## src/rtl/iob_ram_t2p_fifo_ctrl.sv

```systemverilog
`default_nettype none
// +--------------------------------------------------------------------------+
// | iob_ram_t2p_fifo_ctrl: FIFO controller driving an external t2p RAM.      |
// | Optional first-word-fall-through: IOB_RAM_T2P_FIFO_CTRL_FWFT_EN          |
// | Revision: 1.0                                                            |
// +--------------------------------------------------------------------------+
module iob_ram_t2p_fifo_ctrl #(
  parameter int DATA_W = 32,
  parameter int ADDR_W = 4
) (
  input  logic              clk_i,
  input  logic              arst_i,
  input  logic              rst_i,
  input  logic              w_en_i,
  input  logic [DATA_W-1:0] w_data_i,
  output logic              w_full_o,
  input  logic              r_en_i,
  output logic [DATA_W-1:0] r_data_o,
  output logic              r_valid_o,
  output logic              r_empty_o,
  output logic [ADDR_W:0]   level_o,
  output logic              ext_mem_w_en_o,
  output logic [ADDR_W-1:0] ext_mem_w_addr_o,
  output logic [DATA_W-1:0] ext_mem_w_data_o,
  output logic              ext_mem_r_en_o,
  output logic [ADDR_W-1:0] ext_mem_r_addr_o,
  input  logic [DATA_W-1:0] ext_mem_r_data_i
);

  localparam logic [ADDR_W:0] C_DEPTH = {1'b1, {ADDR_W{1'b0}}};
  localparam logic [ADDR_W:0] C_ONE   = {{ADDR_W{1'b0}}, 1'b1};

  logic [ADDR_W:0] wptr_q, wptr_d;
  logic [ADDR_W:0] rptr_q, rptr_d;
  logic [ADDR_W:0] level_q, level_d;
  logic            w_acc;
  logic            r_acc;
  logic            lvl_inc;
  logic            lvl_dec;

  assign w_full_o = (level_q == C_DEPTH);
  assign level_o  = level_q;
  assign w_acc    = w_en_i & ~w_full_o;

  assign ext_mem_w_en_o   = w_acc;
  assign ext_mem_w_addr_o = wptr_q[ADDR_W-1:0];
  assign ext_mem_w_data_o = w_data_i;
  assign ext_mem_r_en_o   = r_acc;
  assign ext_mem_r_addr_o = rptr_q[ADDR_W-1:0];

  // The RAM output register is the data path in both modes.
  assign r_data_o = ext_mem_r_data_i;

`ifdef IOB_RAM_T2P_FIFO_CTRL_FWFT_EN
  logic head_valid_q, head_valid_d;
  logic pop;

  assign pop = r_en_i & head_valid_q;
  // Prefetch whenever the RAM has unread words and the head slot frees up.
  assign r_acc     = (wptr_q != rptr_q) & (~head_valid_q | pop);
  assign r_valid_o = head_valid_q;
  assign r_empty_o = ~head_valid_q;
  assign lvl_inc   = w_acc;
  assign lvl_dec   = pop;

  always_comb begin
    head_valid_d = r_acc | (head_valid_q & ~pop);
  end

  always_ff @(posedge clk_i or posedge arst_i) begin
    if (arst_i) begin
      head_valid_q <= 1'b0;
    end else if (rst_i) begin
      head_valid_q <= 1'b0;
    end else begin
      head_valid_q <= head_valid_d;
    end
  end
`else
  logic r_valid_q, r_valid_d;

  assign r_empty_o = (level_q == '0);
  assign r_acc     = r_en_i & ~r_empty_o;
  assign r_valid_o = r_valid_q;
  assign lvl_inc   = w_acc;
  assign lvl_dec   = r_acc;

  always_comb begin
    r_valid_d = r_acc;
  end

  // Reset wins over a read issued in the same cycle, discarding it.
  always_ff @(posedge clk_i or posedge arst_i) begin
    if (arst_i) begin
      r_valid_q <= 1'b0;
    end else if (rst_i) begin
      r_valid_q <= 1'b0;
    end else begin
      r_valid_q <= r_valid_d;
    end
  end
`endif

  always_comb begin
    wptr_d  = wptr_q;
    rptr_d  = rptr_q;
    level_d = level_q;
    if (w_acc) begin
      wptr_d = wptr_q + C_ONE;
    end
    if (r_acc) begin
      rptr_d = rptr_q + C_ONE;
    end
    case ({lvl_inc, lvl_dec})
      2'b10:   level_d = level_q + C_ONE;
      2'b01:   level_d = level_q - C_ONE;
      default: level_d = level_q;
    endcase
  end

  always_ff @(posedge clk_i or posedge arst_i) begin
    if (arst_i) begin
      wptr_q  <= '0;
      rptr_q  <= '0;
      level_q <= '0;
    end else if (rst_i) begin
      wptr_q  <= '0;
      rptr_q  <= '0;
      level_q <= '0;
    end else begin
      wptr_q  <= wptr_d;
      rptr_q  <= rptr_d;
      level_q <= level_d;
    end
  end

endmodule
`default_nettype wire
```

## config.mk

```make
export PLATFORM = sky130hd
export DESIGN_NAME = iob_ram_t2p_fifo_ctrl
export DESIGN_NICKNAME = d
export VERILOG_FILES = /design/src/rtl/iob_ram_t2p_fifo_ctrl.sv
export SDC_FILE = /design/constraint.sdc
export NUM_CORES = 1
export LEC_CHECK = 0
export ABC_AREA = 1
export CAP_MARGIN = 30
export CORE_MARGIN = 8
export CORE_UTILIZATION = 28
export DETAILED_ROUTE_END_ITERATION = 8
export PLACE_DENSITY = 0.87
export RECOVER_POWER = 100
export REMOVE_ABC_BUFFERS = 1
export SETUP_SLACK_MARGIN = 0.15
export SYNTH_ARGS = -nofsm -noshare
export SYNTH_HDL_FRONTEND = slang
export SYNTH_SLANG_ARGS = --single-unit
```

## constraint.sdc

```tcl
create_clock -name clk_i -period 2.35 [get_ports clk_i]
set_clock_uncertainty 0.2 [all_clocks]
set_input_delay 0.705 -clock clk_i [delete_from_list [all_inputs] [get_ports clk_i]]
set_output_delay 0.705 -clock clk_i [all_outputs]
set_load 0.01 [all_outputs]
```

==> flow_summary.yaml <==
die:
  die_w_um: 85.6
  initial_core_util_pct: 28.9
  ioPinCount: 151
  row_count: 25
  coreArea_mm2: 0.00469
  dieArea_mm2: 0.00733
  fp.dieH_um: 85.6
synthesis:
  synth_seq_cells: 14
  yosysSeqAreaShare_pct: 25.8
  synthCells: 171
  synth.largest_area_cell: "buf_4"
  ys_warn_count: 0
  synth_area_mm2: 0.00136
  synth_top_cell_area_share_pct: 35.4
  synth.avg_cell_area_um2: 7.94
  synth.distinct_cells: 22
  yosys-top-cells-area: "buf_4 35%, dfrtp_1 26%, nand2_1 6.6%, ha_1 4.6%, nand2_4 4.1%"
critical_path:
  crit_required_ns: 1.44
  cp-start-kind: "register"
  crit_arrival_ns: 1.33
  end_kind: "output pin"
  reg2regPathDepth: 15
  crit_path_end: "ext_mem_w_en_o"
  r2r_end: "level_o[4]$_DFFE_PP0P_"
  regToRegSetupSlack_ns: 0.16
  cp-startpoint: "level_o[2]$_DFFE_PP0P_"
  cp_max_fo: 3
  rr_startpoint: "level_o[2]$_DFFE_PP0P_"
  crit_type: "register to output pin"
sta:
  final_max_slew_viol_count: 0
  setup_viol: 0
  min_period_over_period_pct: 94.9
  rsz0062_at_grt: "true"
  fin_crit_ns: 2.23
  tightest_slew_ns: 0.567
  hold_viol: 0
  max_freq_mhz: 448
  slew_headroom_pct: 62.2
clocking:
  hold_buffers: 0
  cts.htree.levels: 1
  cts_buffers: 3
  cts.sinks: 14
  cts_tree: "yes"
  worstSkewPairLatency_ns: 0.25
  clkTransAtPathRegs_ns: 0.06
  root_buffer: "clkbuf_8"
  clockBufferDepth: 2
detailed_routing:
  vias: 1017
  vias_per_cell: 4.99
  wl_per_cell_um: 35.9
  wirelength_um: 7330
  drc: 0
  firstDrtPassIters: 4
  drtIter0Drc: 52
  drtAntennaViolNets: 0
grt:
  grt_util_met3_pct: 30.6
  grt_max_degree: 15
  grt.busiest_layer: "met3"
  track_usage_pct: 19.7
  antenna_found_initial: 0
  met1_usage_pct: 14.5
  met2_usage_pct: 25.0
  grt_pass1_wl_um: 9470
  grt_pass1_vias: 1025
  gr-total-overflow: 0
pwr:
  p_per_area_mw_per_mm2: 1140
  ir_drop_mv: 0.266
  finalPower_w: 0.00156
  power_leakage_nw: 0.717
final_layout:
  final_area_mm2: 0.00137
  final_cell_mix: "27 x nand2_1, 14 x inv_1, 13 x dfrtp_1, 13 x buf_4, 12 x dlygate4sd3_1"
  final_nets: 227
  layout_commonest_cell: "nand2_1"
  num_antenna_cells: 0
  drive_above_1_share_pct: 26.7
  syn_to_final_growth_pct: 1.01
worst_hold_path:
  hold_path_class: "register to register"
job:
  max_cap_viol_count: 0
placed_design:
  routabilityCongestion: 0.924
  dpl_cell_area_mm2: 0.00127
  numPortBuffers: 22
  hpwl_um: 6470
run_status:
  status: "complete, no violations"
registers in the layout (all words and copies together), names as in the netlist:
signal     count
level_o        5
rptr_q         4
wptr_q         4
r_valid_o      1
cell usage after synthesis:
library cell and number:
nor3_1 2, o21ai_0 5, buf_4 64, nand3_1 11
nand3_2 2, nand3b_1 1, o21ai_1 1, a21oi_1 4
nor2_4 1, a21oi_2 1, nor2_2 2, nand2_1 24
nor2_1 9, xnor2_1 2, dfrtp_1 14, inv_6 1
inv_1 13, fa_1 1, nand2_2 1, ha_1 5
nand2_4 5, inv_2 2
layout make-up:
class | instances | area, um^2
Tap cell | 54 | 67.6
Clock buffer | 3 | 41.3
Timing Repair Buffer | 40 | 333
Inverter | 16 | 65.1
Sequential cell | 14 | 352
Fill cell | 509 | 3320
Multi-Input combinational cell | 77 | 513
repair_timing:
action                                 4_1_cts  5_1_grt
endpoints found under the hold margin        0        0
setup buffers                                1        3
setup endpoints to repair                    8       10
pin swaps                                    5        8
gates resized for setup                     18       17
where the power goes:
| part | internal, W | switching, W |
|---|---|---|
| sequential | 0.000302 | 0.0000646 |
| combinational | 0.000463 | 0.000532 |
| clock | 0.000114 | 0.0000887 |
| total | 0.000879 | 0.000685 |
critical path, stage by stage (launching register included):
cell,delay (ns)
dfrtp_1,0.40
nor2_4,0.17
nand3_4,0.10
nand2_4,0.08
inv_2,0.04
dlygate4sd2_1,0.29
how the worst min path moves through the flow:
stage,startpoint,to,slack (ns),depth (start not counted)
final,wptr_q[2]$_DFFE_PP0P_,wptr_q[2]$_DFFE_PP0P_,0.28,1
after global routing,rptr_q[2]$_DFFE_PP0P_,rptr_q[2]$_DFFE_PP0P_,0.33,1
after CTS,wptr_q[2]$_DFFE_PP0P_,wptr_q[2]$_DFFE_PP0P_,0.29,1
after detailed placement,wptr_q[2]$_DFFE_PP0P_,wptr_q[2]$_DFFE_PP0P_,0.28,1
after global placement,wptr_q[2]$_DFFE_PP0P_,wptr_q[2]$_DFFE_PP0P_,0.27,1
after floorplan,rptr_q[2]$_DFFE_PP0P_,rptr_q[2]$_DFFE_PP0P_,0.31,1
per-layer routing:
layer / routed length (um) / up-vias
met3: 2440 / 14
met1: 1960 / 441
met2: 2680 / 131
met5: 0 / -
met4: 250 / 0
li1: - / 431
cells by family after synthesis:
kind of cell | after synthesis | share of synthesized area [%]
AND/OR/NAND/NOR | 58 | 22.3
AO/OA/AOI/OAI | 11 | 4.33
adder cells (fa/ha/maj) | 6 | 6.08
flip-flops | 14 | 25.8
buffers and inverters | 80 | 40.2
XOR/XNOR | 2 | 1.29
per-stage QoR:
| step | utilization (%) | setup slack (ns) | instances | hold WS, ns | TNS [ns] |
|---|---|---|---|---|---|
| final | 29.2 | 0.120 | 204 | 0.282 | 0 |
| after global routing | 29.2 | 0.0126 | 204 | 0.333 | 0 |
| after floorplan | - | 0.142 | 107 | 0.315 | 0 |
| after CTS | 28.8 | 0.0990 | 201 | 0.290 | 0 |
| after global placement | 27.1 | -0.487 | 197 | 0.275 | -2.08 |
| after detailed placement | 27.1 | -0.501 | 197 | 0.281 | -2.21 |
(Power assumes the default switching activity.)
